File: src/rtl/systolic_phase_counter_pkg.sv
// Shared definitions for the systolic phase sequencer.
//   - State encoding of the sequencer (also the value driven on the phase output).
//   - Default counter width and default array dimension.
//   - next_phase(): returns the next phase with a non-zero length, in the
//     order LOAD, COMPUTE, DRAIN. It returns DONE when no such phase remains.
package systolic_phase_counter_pkg;

  localparam logic [2:0] ST_IDLE    = 3'd0;
  localparam logic [2:0] ST_LOAD    = 3'd1;
  localparam logic [2:0] ST_COMPUTE = 3'd2;
  localparam logic [2:0] ST_DRAIN   = 3'd3;
  localparam logic [2:0] ST_DONE    = 3'd4;

  localparam int DEF_CW = 8;
  localparam int DEF_N  = 64;

  // Zero-length phases are skipped here, so they are never entered.
  // The inputs are "length is non-zero" flags for each phase.
  function automatic logic [2:0] next_phase(input logic [2:0] cur,
                                            input logic       load_nz,
                                            input logic       comp_nz,
                                            input logic       drain_nz);
    logic [2:0] nxt;
    nxt = ST_DONE;
    case (cur)
      ST_IDLE: begin
        if (load_nz)       nxt = ST_LOAD;
        else if (comp_nz)  nxt = ST_COMPUTE;
        else if (drain_nz) nxt = ST_DRAIN;
      end
      ST_LOAD: begin
        if (comp_nz)       nxt = ST_COMPUTE;
        else if (drain_nz) nxt = ST_DRAIN;
      end
      ST_COMPUTE: begin
        if (drain_nz)      nxt = ST_DRAIN;
      end
      default:             nxt = ST_DONE;
    endcase
    return nxt;
  endfunction

endpackage

File: src/rtl/systolic_phase_counter_if.sv
// Control and status bundle between the tile controller and the sequencer.
//   master modport: the tile controller. It drives start, abort, pause and the
//                   cfg_* lengths, and observes the status.
//   slave modport : the sequencer.
// Handshake: there is no valid/ready pair. start is a level that is sampled
// on each clock edge while the sequencer is in IDLE. Any other state ignores
// it and does not queue it. abort and pause are levels that act on the next
// edge. The phase output is the raw FSM state, so checkers can bind to it.
interface systolic_phase_counter_if #(
  parameter int CW = systolic_phase_counter_pkg::DEF_CW
);
  logic          start;
  logic          abort;
  logic          pause;
  logic [CW-1:0] cfg_load_len;
  logic [CW-1:0] cfg_comp_len;
  logic [CW-1:0] cfg_drain_len;
  logic          busy;
  logic [2:0]    phase;
  logic [CW-1:0] phase_count;
  logic          load_en;
  logic          comp_en;
  logic          drain_en;
  logic          last;
  logic          done;

  modport master (
    output start, abort, pause, cfg_load_len, cfg_comp_len, cfg_drain_len,
    input  busy, phase, phase_count, load_en, comp_en, drain_en, last, done
  );

  modport slave (
    input  start, abort, pause, cfg_load_len, cfg_comp_len, cfg_drain_len,
    output busy, phase, phase_count, load_en, comp_en, drain_en, last, done
  );
endinterface

File: src/rtl/systolic_phase_counter_counter_param_en.sv
// Generalised CW-bit enable/clear/hold counter.
// Ports:
//   i_clk, i_rstn : clock and asynchronous active-low reset
//   i_en          : counting enabled. When low, the count is forced to 0.
//   i_clear       : synchronous clear to 0. It has priority over everything else.
//   i_hold        : freeze the count while enabled
//   o_count       : current count
module counter_param_en #(
  parameter int CW = 8
) (
  input  logic          i_clk,
  input  logic          i_rstn,
  input  logic          i_en,
  input  logic          i_clear,
  input  logic          i_hold,
  output logic [CW-1:0] o_count
);

  logic [CW-1:0] r_count;

  always_ff @(posedge i_clk or negedge i_rstn) begin
    if (!i_rstn)       r_count <= '0;
    else if (i_clear)  r_count <= '0;
    else if (!i_en)    r_count <= '0;
    else if (!i_hold)  r_count <= r_count + CW'(1);
  end

  assign o_count = r_count;

endmodule

File: src/rtl/systolic_phase_counter.sv
// Phase sequencer for a systolic array tile. It steps through weight LOAD,
// COMPUTE streaming and result DRAIN, then a one-cycle DONE, using phase
// lengths that are latched at start. The sequence can be paused or aborted.
// Ports:
//   clk, rstn : clock and asynchronous active-low reset
//   bus       : slave modport of systolic_phase_counter_if
//               (start/abort/pause/cfg_* in; busy/phase/phase_count/
//                load_en/comp_en/drain_en/last/done out)
module systolic_phase_counter
  import systolic_phase_counter_pkg::*;
#(
  parameter int CW = DEF_CW,
  parameter int N  = DEF_N
) (
  input  logic                     clk,
  input  logic                     rstn,
  systolic_phase_counter_if.slave  bus
);

  localparam logic [CW-1:0] LEN_DEF = CW'(N);

  logic [2:0]    r_state;
  logic [2:0]    w_next;
  logic [CW-1:0] r_load_len;
  logic [CW-1:0] r_comp_len;
  logic [CW-1:0] r_drain_len;
  logic [CW-1:0] w_cur_len;
  logic [CW-1:0] w_count;
  logic          w_active;
  logic          w_run;
  logic          w_last;
  logic          w_abort;
  logic          w_clear;

  assign w_active = (r_state == ST_LOAD) || (r_state == ST_COMPUTE) ||
                    (r_state == ST_DRAIN);

  always_comb begin
    w_cur_len = '0;
    case (r_state)
      ST_LOAD:    w_cur_len = r_load_len;
      ST_COMPUTE: w_cur_len = r_comp_len;
      ST_DRAIN:   w_cur_len = r_drain_len;
      default:    w_cur_len = '0;
    endcase
  end

  assign w_run   = w_active && !bus.pause;
  // Only active phases reach this compare. Their length is never 0,
  // so len-1 cannot underflow.
  assign w_last  = w_run && (w_count == (w_cur_len - CW'(1)));
  assign w_abort = w_active && bus.abort;
  // The count restarts at 0 on every phase boundary and on abort.
  assign w_clear = w_abort || w_last;

  // Outside the active phases the count is disabled, which holds it at 0.
  counter_param_en #(.CW(CW)) u_counter (
    .i_clk   (clk),
    .i_rstn  (rstn),
    .i_en    (w_active),
    .i_clear (w_clear),
    .i_hold  (bus.pause),
    .o_count (w_count)
  );

  always_comb begin
    w_next = r_state;
    case (r_state)
      ST_IDLE: begin
        if (bus.start)
          w_next = next_phase(ST_IDLE, |bus.cfg_load_len, |bus.cfg_comp_len,
                              |bus.cfg_drain_len);
      end
      ST_LOAD, ST_COMPUTE, ST_DRAIN: begin
        if (w_abort)
          w_next = ST_IDLE;
        else if (w_last)
          w_next = next_phase(r_state, |r_load_len, |r_comp_len, |r_drain_len);
      end
      ST_DONE: w_next = ST_IDLE;
      default: w_next = ST_IDLE;
    endcase
  end

  always_ff @(posedge clk or negedge rstn) begin
    if (!rstn) r_state <= ST_IDLE;
    else       r_state <= w_next;
  end

  // Lengths are captured only when a sequence is accepted. Any change made
  // while a sequence runs has no effect until the next start.
  always_ff @(posedge clk or negedge rstn) begin
    if (!rstn) begin
      r_load_len  <= LEN_DEF;
      r_comp_len  <= LEN_DEF;
      r_drain_len <= LEN_DEF;
    end else if ((r_state == ST_IDLE) && bus.start) begin
      r_load_len  <= bus.cfg_load_len;
      r_comp_len  <= bus.cfg_comp_len;
      r_drain_len <= bus.cfg_drain_len;
    end
  end

  // Outputs come from registers. The only path from an input to an output
  // is the pause gating, which reaches the enables and last.
  assign bus.busy        = (r_state != ST_IDLE);
  assign bus.phase       = r_state;
  assign bus.phase_count = w_count;
  assign bus.load_en     = (r_state == ST_LOAD)    && !bus.pause;
  assign bus.comp_en     = (r_state == ST_COMPUTE) && !bus.pause;
  assign bus.drain_en    = (r_state == ST_DRAIN)   && !bus.pause;
  assign bus.last        = w_last;
  assign bus.done        = (r_state == ST_DONE);

endmodule
File: src/flat_wrapper.sv
// flat-port wrapper written by rule: the top's interface ports become plain ports
module systolic_phase_counter_flat import systolic_phase_counter_pkg::*;
#(
  parameter int CW = DEF_CW,
  parameter int N  = DEF_N
)
  (clk, rstn, bus_start, bus_abort, bus_pause, bus_cfg_load_len, bus_cfg_comp_len, bus_cfg_drain_len, bus_busy, bus_phase, bus_phase_count, bus_load_en, bus_comp_en, bus_drain_en, bus_last, bus_done);
  systolic_phase_counter_if #(.CW(CW)) bus_i ();
  input  logic clk;
  input  logic rstn;
  input wire logic [$bits(bus_i.start)-1:0] bus_start;
  input wire logic [$bits(bus_i.abort)-1:0] bus_abort;
  input wire logic [$bits(bus_i.pause)-1:0] bus_pause;
  input wire logic [$bits(bus_i.cfg_load_len)-1:0] bus_cfg_load_len;
  input wire logic [$bits(bus_i.cfg_comp_len)-1:0] bus_cfg_comp_len;
  input wire logic [$bits(bus_i.cfg_drain_len)-1:0] bus_cfg_drain_len;
  output wire logic [$bits(bus_i.busy)-1:0] bus_busy;
  output wire logic [$bits(bus_i.phase)-1:0] bus_phase;
  output wire logic [$bits(bus_i.phase_count)-1:0] bus_phase_count;
  output wire logic [$bits(bus_i.load_en)-1:0] bus_load_en;
  output wire logic [$bits(bus_i.comp_en)-1:0] bus_comp_en;
  output wire logic [$bits(bus_i.drain_en)-1:0] bus_drain_en;
  output wire logic [$bits(bus_i.last)-1:0] bus_last;
  output wire logic [$bits(bus_i.done)-1:0] bus_done;
  assign bus_i.start = bus_start;
  assign bus_i.abort = bus_abort;
  assign bus_i.pause = bus_pause;
  assign bus_i.cfg_load_len = bus_cfg_load_len;
  assign bus_i.cfg_comp_len = bus_cfg_comp_len;
  assign bus_i.cfg_drain_len = bus_cfg_drain_len;
  assign bus_busy = bus_i.busy;
  assign bus_phase = bus_i.phase;
  assign bus_phase_count = bus_i.phase_count;
  assign bus_load_en = bus_i.load_en;
  assign bus_comp_en = bus_i.comp_en;
  assign bus_drain_en = bus_i.drain_en;
  assign bus_last = bus_i.last;
  assign bus_done = bus_i.done;
  systolic_phase_counter #(.CW(CW), .N(N)) u_core (.clk(clk), .rstn(rstn), .bus(bus_i));
endmodule
File: config.mk
export PLATFORM = sky130hd
export DESIGN_NAME = systolic_phase_counter_flat
export DESIGN_NICKNAME = d
export VERILOG_FILES = /design/src/rtl/systolic_phase_counter_pkg.sv /design/src/rtl/systolic_phase_counter_if.sv /design/src/rtl/systolic_phase_counter_counter_param_en.sv /design/src/rtl/systolic_phase_counter.sv /design/src/flat_wrapper.sv
export SDC_FILE = /design/constraint.sdc
export NUM_CORES = 1
export LEC_CHECK = 0
export ABC_AREA = 0
export CAP_MARGIN = 5
export CORE_MARGIN = 4
export CORE_UTILIZATION = 27
export DETAILED_ROUTE_END_ITERATION = 6
export PLACE_DENSITY = 0.58
export SLEW_MARGIN = 20
export SYNTH_ARGS = -nofsm -noshare
export SYNTH_HDL_FRONTEND = slang
export SYNTH_SLANG_ARGS = --single-unit
File: constraint.sdc
create_clock -name clk -period 2.75 [get_ports clk]
set_clock_uncertainty 0.1 [all_clocks]
set_input_delay 0.55 -clock clk [delete_from_list [all_inputs] [get_ports clk]]
set_output_delay 0.55 -clock clk [all_outputs]
set_load 0.005 [all_outputs]
==> results.md, run 1 <==
* Hold Vio Cnt, Final at 0
* CTS max path bufs at 2
* Final setup fails at 11
* CTS Buf Count at 5
* Initial Utilization at 28.0%
* GRT Resource Usage Total at 12.4%
* Area grow syn2layout at 51.9%
* Initial antenna violation count at 0
* Status: finished, violations left
* Fin crit share at 122%
* Synth Cell Area at 2180 sq um
* I/O Pins at 46
* Max-cap violation count at 0
* Worst VDD drop at 0.000383 V
* Register area share after synthesis at around two fifths
* Syn Nets at 233
* Netlist cell types at 56
* Pin count of the biggest net entering global routing at 36
* Die H at 97.9 microns
* Hold Path Class: reg -> reg
* DR iter-0 viols at 59
* Clock Latency Late Sink at 0.30 ns
* Clock Root Buffer: clkbuf_8
* Proportion of layout cells with a drive suffix above 1 at 39.0%
* Die W at 97.9 microns
* CP startpoint kind: flip-flop
* Via Count at roughly 1.9k
* Router iterations before antenna repair at 4
* Worst Path Arrival at around 2.7 ns
* Cell Pwr Density at 1150 nW/um^2
* Nets at 322
* Rows at 32
* Number of remaining DRC errors at 0
* Vias per Instance at 4.77
* Clock H-tree levels at 2
* Relative max-transition margin at 66.8%
* Primary FF master, synth: dfrtp_1
* Routed WL per cell at 15.2 microns
* GP Congestion at 0.784
* Post-route cell area at roughly 3300 sq um
* Crit end category: primary output
* Hpwl dp at 4630 microns
* Setup WS post-layout at -0.614 ns
* Final Max Tran Viols at 0
* CP Data Required Time at ~2.1 ns
* Vias in the first global route at 1986
* Port Buffers at 45
* Critical path class: reg -> out
* Sequential cell area at 882 sq um
* YS warnings at 0
* Fmax at 0.297 GHz
* # clock sinks at 35
* Cts hold-fix bufs at 0
* First-pass GRT wire length at 9620 microns
* Post-synth EDFFs at 0
* Yosys reg bits at 35
* CTS tree: done
* Post-route ant nets at 0
* Fillers at 760
* ANT cells at 0
* CP max FO at 7
* Min Clock Period, post-route at 3.36 ns
* Final wirelength at 6000 microns
* Syn Area/Cell at about 11 sq um
* Violations in the final reports: setup timing
* Multi-input combinational cell area at between 1000 and 1500 sq um
* Synth async-reset ratio at 100%
* Leakage power total at 1.32 nW
* Die area at 9590 sq um
* Syn Inst Count at 202
* Worst Max-Slew Pin Slew at around 0.5 ns
* RSZ-0062 raised after global routing: true
* Grt ovf at 0
* Clock slew at reported path FFs at ~0.09 ns
* CORE AREA at slightly below 8000 sq um
* Placed Area at 3070 sq um
* Setup_tns at -2.21 ns
per-stage QoR:
step / hold WS (ns) / setup slack, ns / std cells / utilization (%) / power (mW)
after floorplan: 0.154 / -0.00520 / 202 / - / 2.23
after global placement: 0.404 / -0.590 / 382 / 39.4 / 3.02
after detailed placement: 0.417 / -0.679 / 382 / 39.4 / 3.06
after CTS: 0.430 / -0.637 / 391 / 41.5 / 3.69
after global routing: 0.462 / -0.788 / 394 / 42.5 / 4.05
final: 0.428 / -0.614 / 394 / 42.5 / 3.81
path summary, 6_finish.rpt:
kind                                             startpoint                                end  slack [ns]  cells after the start
max                         u_core.bus.phase[0]$_DFFE_PN0P_                           bus_last       -0.61                      9
min                        u_core.r_load_len[6]$_DFFE_PN1P_   u_core.r_load_len[6]$_DFFE_PN1P_        0.43                      2
max reg2reg                 u_core.bus.phase[0]$_DFFE_PN0P_    u_core.bus.phase[0]$_DFFE_PN0P_       -0.31                     11
min reg2reg                u_core.r_load_len[6]$_DFFE_PN1P_   u_core.r_load_len[6]$_DFFE_PN1P_        0.43                      2
max in group asynchronous                              rstn    u_core.bus.phase[2]$_DFFE_PN0P_        1.63                      2
min in group asynchronous                              rstn  u_core.r_drain_len[7]$_DFFE_PN0P_        0.57                      2
final cells by class:
cell class	instances	share of cell area (%)
inverter	6	0.679
clock buffer	5	2.08
multi-input combinational	151	40.6
clock inverter	3	1.43
timing repair buffer	92	24.8
sequential	35	26.6
tap	102	3.85
flip-flops by register name (all words and copies together), names as in the netlist:
name and count:
u_core.bus.phase 3, u_core.r_comp_len 8, u_core.r_drain_len 8, u_core.r_load_len 8, u_core.u_counter.o_count 8
cells in the final DEF, fill, tap and decap left out, drive strengths merged, types with 4 or more instances in the layout:
cell | Yosys | routed
nand4 | 5 | 5
buf | 7 | 47
nand2b | 6 | 6
inv | 6 | 7
nor2 | 19 | 19
clkbuf | 3 | 5
dfrtp | 32 | 32
nand2 | 13 | 13
xnor2 | 10 | 10
xor2 | 6 | 6
clkdlybuf4s50 | 0 | 43
nor3 | 4 | 4
mux2 | 28 | 28
nor4 | 10 | 10
a32oi | 4 | 4
nand3 | 5 | 5
cells by family (layout without fill, tap and decap cells):
group | Yosys count | after routing | synth area share, %
XOR/XNOR | 16 | 16 | 6.42
AND/OR/NAND/NOR | 74 | 74 | 18.2
adder cells (fa/ha/maj) | 2 | 2 | 1.15
multiplexers | 31 | 31 | 16.3
flip-flops | 35 | 35 | 40.3
AO/OA/AOI/OAI | 28 | 28 | 14.0
buffers and inverters | 16 | 106 | 3.55
worst max-delay path, cell delays in order, from the launching register on:
cell and delay (ns):
dfrtp_1 0.41, buf_12 0.15, mux2_4 0.30, a32oi_4 0.22, ha_4 0.25, xnor2_2 0.13, nor4_2 0.21, nand3_1 0.19
a2111oi_4 0.27, dlygate4sd2_1 0.28
layer usage:
metal	routed length, microns	track usage [%]	up-vias
met5	0	0	-
met4	106	3.51	0
met3	275	3.43	14
li1	-	-	922
met1	2690	16.1	901
met2	2930	20.4	42
repair_timing:
action,CTS,global route
cloned,0,0
pin swaps,1,5
buffers inserted,1,4
endpoints found under the setup margin,11,13
resized for setup,9,11
cell usage after synthesis (2+ instances only):
cell       n  area, sq um
a21oi_1    2         10.0
a32oi_2    2         32.5
a32oi_4    2         55.1
buf_2      4         20.0
clkbuf_1   2         7.51
dfrtp_1   32          801
dfstp_2    3         78.8
ha_1       2         25.0
inv_1      5         18.8
mux2_1     2         22.5
mux2_2    23          259
mux2_4     3         45.0
mux2i_1    3         30.0
nand2_1   13         48.8
nand2b_1   6         37.5
nand3_1    5         25.0
nand4_1    5         31.3
nor2_1    19         71.3
nor3_1     3         15.0
nor4_1    10         62.6
o21a_1     2         15.0
o21ai_0    3         15.0
o32a_1     2         20.0
or3_1      2         12.5
or4_1      2         15.0
xnor2_1   10         87.6
xor2_1     6         52.6
power breakdown:
group,internal (mW),switching [mW],total [mW]
logic,1.34,1.09,2.43
clock network,0.275,0.210,0.485
registers,0.736,0.163,0.898
No activity file was read; power rests on OpenSTA's default activity.
==> run 2: changes to the inputs <==
--- a/config.mk
+++ b/config.mk
@@ -10,6 +10,7 @@
 export CORE_MARGIN = 4
 export CORE_UTILIZATION = 27
 export DETAILED_ROUTE_END_ITERATION = 6
+export GPL_TIMING_DRIVEN = 0
 export PLACE_DENSITY = 0.58
 export SLEW_MARGIN = 20
 export SYNTH_ARGS = -nofsm -noshare
==> run 2 against run 1 <==
Compared with the run above: the flow still finishes with violations (setup timing); via count down 4.5%; cell area down 6.4%; first-iteration DRC count down 25%; sequential share of layout area up 1.7 points; fmax up 0.44%; critical path depth unchanged; critical path type unchanged; largest cell class unchanged.
==> results.md, run 2 (same netlist as run 1, synthesis figures left out) <==
* CP startpoint kind: flip-flop
* Vias in the first global route at 1920
* Violations in the final reports: setup timing
* Number of remaining DRC errors at 0
* Cts hold-fix bufs at 0
* Grt ovf at 0
* FF-to-FF setup slack at -0.30 ns
* # clock sinks at 35
* Critical path class: reg -> out
* Crit end category: primary output
* Vias per Instance at 4.89
* Port Buffers at 44
* R2R cell count at 12
* Reg-to-reg critical path endpoint: u_core.bus.phase[1]$_DFFE_PN0P_
* CTS tree: done
* Proportion of layout cells with a drive suffix above 1 at around 33%
* Die W at between 90 and 100 microns
* Die H at around 100 microns
* Final Max Tran Viols at 0
* Fillers at 784
* Final setup fails at 12
* Hold WS at 0.0726 ns
* Switch share at 40.2%
* Worst R2R Start: u_core.bus.phase[0]$_DFFE_PN0P_
* Post-route ant nets at 0
* Worst VDD drop at 0.000281 V
* Router iterations before antenna repair at 4
* RSZ-0062 raised after global routing: true
* Leakage power total at 1.16 nW
* Hold Vio Cnt, Final at 0
* Clock power frac at 13.7%
* Nets at 295
* Final wirelength at 5700 microns
* Reg power frac at a little over a quarter
* ANT cells at 0
* Worst Path Arrival at 2.70 ns
* CP Data Required Time at 2.10 ns
* Cell Pwr Density at around 1100 nW/um^2
* Multi-input combinational cell area at 1360 sq um
* Area grow syn2layout at 42.1%
* Overall power at 3.44 mW
* Post-place setup slack at -0.795 ns
* Rows at 32
* Worst Max-Slew Pin Slew at 0.482 ns
* Clock slew at reported path FFs at 0.08 ns
* Fmax at ~0.3 GHz
* Hold Path Class: in -> async
* Most frequent cells in the layout: clkdlybuf4s50_1, dfrtp_1, mux2_2, nand2_1, buf_4
* GP Congestion at 0.815
* Net switching power at 1.38 mW
* Min Clock Period, post-route at 3.35 ns
* CTS Buf Count at 5
* CTS max path bufs at 2
* Die area at 9590 sq um
* Sequential cell area at 880 sq um
* Logic gate share of total power at about three fifths
* Power Internal at 2.06 mW
* Clock Latency Late Sink at 0.29 ns
* Via Count at 1794
* Routed WL per cell at 15.5 microns
* CP max FO at 6
* Status: finished, violations left
* GRT Resource Usage Total at between 10% and 20%
* Placed Cells at 349
* First-pass GRT wire length at 9340 microns
* Final non-filler cell total at 367
* Clock H-tree levels at 2
* Initial antenna violation count at 0
* Commonest non-fill, non-tap cell in the layout: clkdlybuf4s50_1
* Fin crit share at 122%
* DR iter-0 viols at 44
* CORE AREA at a little under 8000 sq um
* Setup WS post-layout at -0.600 ns
* Relative max-transition margin at 67.7%
* Clock Root Buffer: clkbuf_8
* Initial Utilization at 28.0%
* I/O Pins at 46
* Max-cap violation count at 0
* Hpwl dp at 4330 microns
* Setup_tns at -2.73 ns
* Pin count of the biggest net entering global routing at 22
## run 2: worst max path at each step
stage	from	to	slack, ns	depth (start not counted)
global placement	u_core.bus.phase[0]$_DFFE_PN0P_	bus_last	-0.76	8
global route	u_core.bus.phase[0]$_DFFE_PN0P_	bus_last	-0.73	10
detailed placement	u_core.bus.phase[0]$_DFFE_PN0P_	bus_last	-0.79	8
CTS	u_core.bus.phase[0]$_DFFE_PN0P_	bus_last	-0.68	10
finish	u_core.bus.phase[0]$_DFFE_PN0P_	bus_last	-0.60	9
floorplan	u_core.bus.phase[0]$_DFFE_PN0P_	u_core.bus.phase[0]$_DFFE_PN0P_	-0.005	11
## run 2: area by class of cell
cell class | instances | area share, %
clock inverters | 2 | 1.21
flip-flops and latches | 35 | 28.3
repair buffers | 55 | 17.3
clock buffers | 6 | 2.34
inverters | 6 | 0.726
multi-input cells | 151 | 44.0
plain buffers | 10 | 2.06
well taps | 102 | 4.11
## run 2: timing repair
item                       4_1_cts  5_1_grt
setup endpoints to repair       26       25
setup buffers                    8        2
pin swaps                       13        9
gates resized for setup         16       14
## run 2: metal layers
layer | up-vias | global-route usage [%] | part of all wire, %
li1 | 868 | - | -
met1 | 884 | 15.5 | 46
met2 | 35 | 19.8 | 48
met3 | 7 | 2.93 | 4.1
met4 | 0 | 4.79 | 1.5
met5 | - | 0 | 0
## run 2: per-stage QoR
step	utilization, %	cell area [sq um]
floorplan	-	2210
global placement	35.6	2780
detailed placement	35.9	2800
CTS	38.7	3020
global route	39.7	3100
finish	39.7	3100
## run 2: power by group through the flow
stage	sequential (mW)	combinational, mW	clock [mW]
2_1_floorplan	0.857	1.38	0
3_3_place_gp	0.904	1.72	0
3_5_place_dp	0.908	1.75	0
4_1_cts	0.896	1.95	0.484
5_1_grt	0.922	2.24	0.500
6_report	0.898	2.07	0.471
## run 2: worst max-delay path, cell delays in order, from the launching register on
cell,delay [ns]
dfrtp_1,0.40
buf_6,0.15
mux2_4,0.31
a32oi_4,0.20
buf_4,0.16
nand4_1,0.21
nor2_2,0.21
nand4_1,0.19
a2111oi_4,0.38
buf_2,0.18
==> run 3: changes to the inputs <==
--- a/config.mk
+++ b/config.mk
@@ -11,7 +11,8 @@
 export CORE_UTILIZATION = 27
 export DETAILED_ROUTE_END_ITERATION = 6
 export GPL_TIMING_DRIVEN = 0
-export PLACE_DENSITY = 0.58
+export PLACE_DENSITY = 0.54
+export REMOVE_ABC_BUFFERS = 1
 export SLEW_MARGIN = 20
 export SYNTH_ARGS = -nofsm -noshare
 export SYNTH_HDL_FRONTEND = slang
==> run 3 against run 2 <==
Compared with the run above: the flow still finishes with violations (setup timing); via count is 0.50% lower; worst hold slack worse by 0.0083 ns; die area stayed put; core utilization is 0.096 points lower; sequential share of layout area is 0.27 points higher; clock-buffer cell count stayed put; largest cell class unchanged; highest routed layer unchanged.
==> results.md, run 3 (same netlist as run 1, synthesis figures left out) <==
* GP Congestion at between 0.7 and 0.8
* Initial antenna violation count at 0
* Router iterations before antenna repair at 4
* Worst path slowest cell: dfrtp_4
* CP cell instances: mux2_4 > a32oi_4 > ha_4 > nand3_1 > nor3_2 > xnor2_2 > a2111oi_4 > buf_2
* Hold Vio Cnt, Final at 0
* Via Count at 1785
* Leakage power total at around 1.1 nW
* CTS Buf Count at 5
* Hold Path Class: in -> async
* Clock slew at reported path FFs at around 0.070 ns
* CTS max path bufs at 2
* Clock Latency Late Sink at 0.29 ns
* Crit end category: primary output
* Final non-filler cell total at 360
* Worst Max-Slew Pin Slew at between 0.6 and 0.7 ns
* Proportion of layout cells with a drive suffix above 1 at 33.7%
* Max-cap violation count at 0
* GRT Resource Usage Total at 12.0%
* # clock sinks at 35
* Cell Pwr Density at 1120 nW/um^2
* Port Buffers at 45
* Worst VDD drop at 0.000336 V
* I/O Pins at 46
* Clock H-tree levels at 2
* ANT cells at 0
* Fin crit share at 119%
* Violations in the final reports: setup timing
* Initial Utilization at between 20 and 30%
* CORE AREA at slightly below 8000 sq um
* Most frequent cells in the layout: clkdlybuf4s50_1, dfrtp_1, mux2_2, nor2_1, nand2_1
* Cts hold-fix bufs at 0
* Worst Path Arrival at 2.63 ns
* Grt ovf at 0
* Relative max-transition margin at 53.4%
* First-pass GRT wire length at 9300 microns
* Clock Root Buffer: clkbuf_8
* CP Data Required Time at 2.10 ns
* Final Max Tran Viols at 0
* Routed WL per cell at ~16 microns
* Number of remaining DRC errors at 0
* Rows at 32
* Status: finished, violations left
* CP startpoint kind: flip-flop
* Pin count of the biggest net entering global routing at 28
* Hpwl dp at 4160 microns
* Setup WS post-layout at -0.527 ns
* RSZ-0062 raised after global routing: true
* Die H at slightly below 100 microns
* Final wirelength at 5600 microns
* Die area at 9590 sq um
* DR iter-0 viols at 42
* CP max FO at 6
* Vias in the first global route at 1819
* Commonest non-fill, non-tap cell in the layout: clkdlybuf4s50_1
* Placed Cells at 340
* Final core occ at between 30% and 40%
* Fmax at 0.305 GHz
* Post-route ant nets at 0
* Final setup fails at 6
* Delay of the slowest cell on the worst path at between 0.5 and 0.6 ns
* Vias per Instance at 4.96
* Fillers at 761
* Die W at 97.9 microns
* Min Clock Period, post-route at 3.28 ns
* Nets at 288
* Setup_tns at -1.39 ns
* Area grow syn2layout at 41.8%
* CTS tree: done
* Critical path class: reg -> out
-- run 3: cell types whose count changed in the layout (fill, tap and decap cells not counted), moves of 2 or more --
cell / previous run / this run
nor2_1: 11 / 16
nor2_2: 7 / 2
dfrtp_1: 32 / 29
buf_2: 4 / 2
clkbuf_4: 2 / 0
dfrtp_2: 0 / 2
-- run 3: per-layer routing --
metal	vias to the layer above	part of all wire (%)	track usage (%)
li1	854	-	-
met2	34	48	19.1
met1	892	47	16.0
met5	-	0	0
met4	0	1.1	3.19
met3	5	4.5	3.71
-- run 3: cell type report --
| cell class | count | area (sq um) | share of cell area (%) |
|---|---|---|---|
| Multi-Input combinational cell | 151 | 1390 | 44.7 |
| Sequential cell | 35 | 886 | 28.6 |
| Timing Repair Buffer | 58 | 564 | 18.2 |
| Tap cell | 102 | 128 | 4.12 |
| Clock buffer | 6 | 72.6 | 2.34 |
| Clock inverter | 2 | 37.5 | 1.21 |
| Inverter | 6 | 22.5 | 0.728 |
-- run 3: metrics by stage --
| stage | worst slack, ns | power [mW] | area, sq um | hold slack, ns |
|---|---|---|---|---|
| after floorplan | -0.326 | 2.12 | 2130 | 0.154 |
| after global placement | -1.33 | 2.52 | 2710 | 0.393 |
| after detailed placement | -1.32 | 2.55 | 2740 | 0.391 |
| after CTS | -0.514 | 3.34 | 3020 | 0.0761 |
| after global routing | -0.625 | 3.72 | 3100 | 0.0855 |
| final | -0.527 | 3.48 | 3100 | 0.0643 |
-- run 3: critical path: cells and delay by family (launching register included) --
family          cells  cell delay, ns
buf+inv             1            0.18
simple gates        2            0.35
flops               1            0.53
xor+xnor            1            0.16
compound gates      2            0.60
fa+ha+maj           1            0.18
mux                 1            0.33
-- run 3: report_power, final --
group          switching, mW  leakage (nW)  internal (mW)  total (mW)
sequential             0.200         0.426          0.741       0.941
clock                  0.197        0.0514          0.270       0.467
combinational          0.985         0.669           1.08        2.07
total                   1.38          1.15           2.10        3.48
-- run 3: path summary, 6_finish.rpt --
kind	startpoint	endpoint	slack (ns)	depth (start not counted)
max in group asynchronous	rstn	u_core.r_comp_len[6]$_DFFE_PN1P_	1.98	2
min in group clk	u_core.r_load_len[6]$_DFFE_PN1P_	u_core.r_load_len[6]$_DFFE_PN1P_	0.44	2
hold / removal	rstn	u_core.r_drain_len[5]$_DFFE_PN0P_	0.06	1
hold reg to reg	u_core.r_load_len[6]$_DFFE_PN1P_	u_core.r_load_len[6]$_DFFE_PN1P_	0.44	2
setup reg to reg	u_core.bus.phase[0]$_DFFE_PN0P_	u_core.bus.phase[0]$_DFFE_PN0P_	-0.23	11
setup / recovery	u_core.bus.phase[0]$_DFFE_PN0P_	bus_last	-0.53	8
-- run 3: repair_timing --
action | in CTS | in global routing
resized for setup | 26 | 10
pin swaps | 13 | 9
endpoints found under the hold margin | 0 | 0
setup endpoints to repair | 13 | 14
gates cloned | 0 | 0
setup buffers | 10 | 2
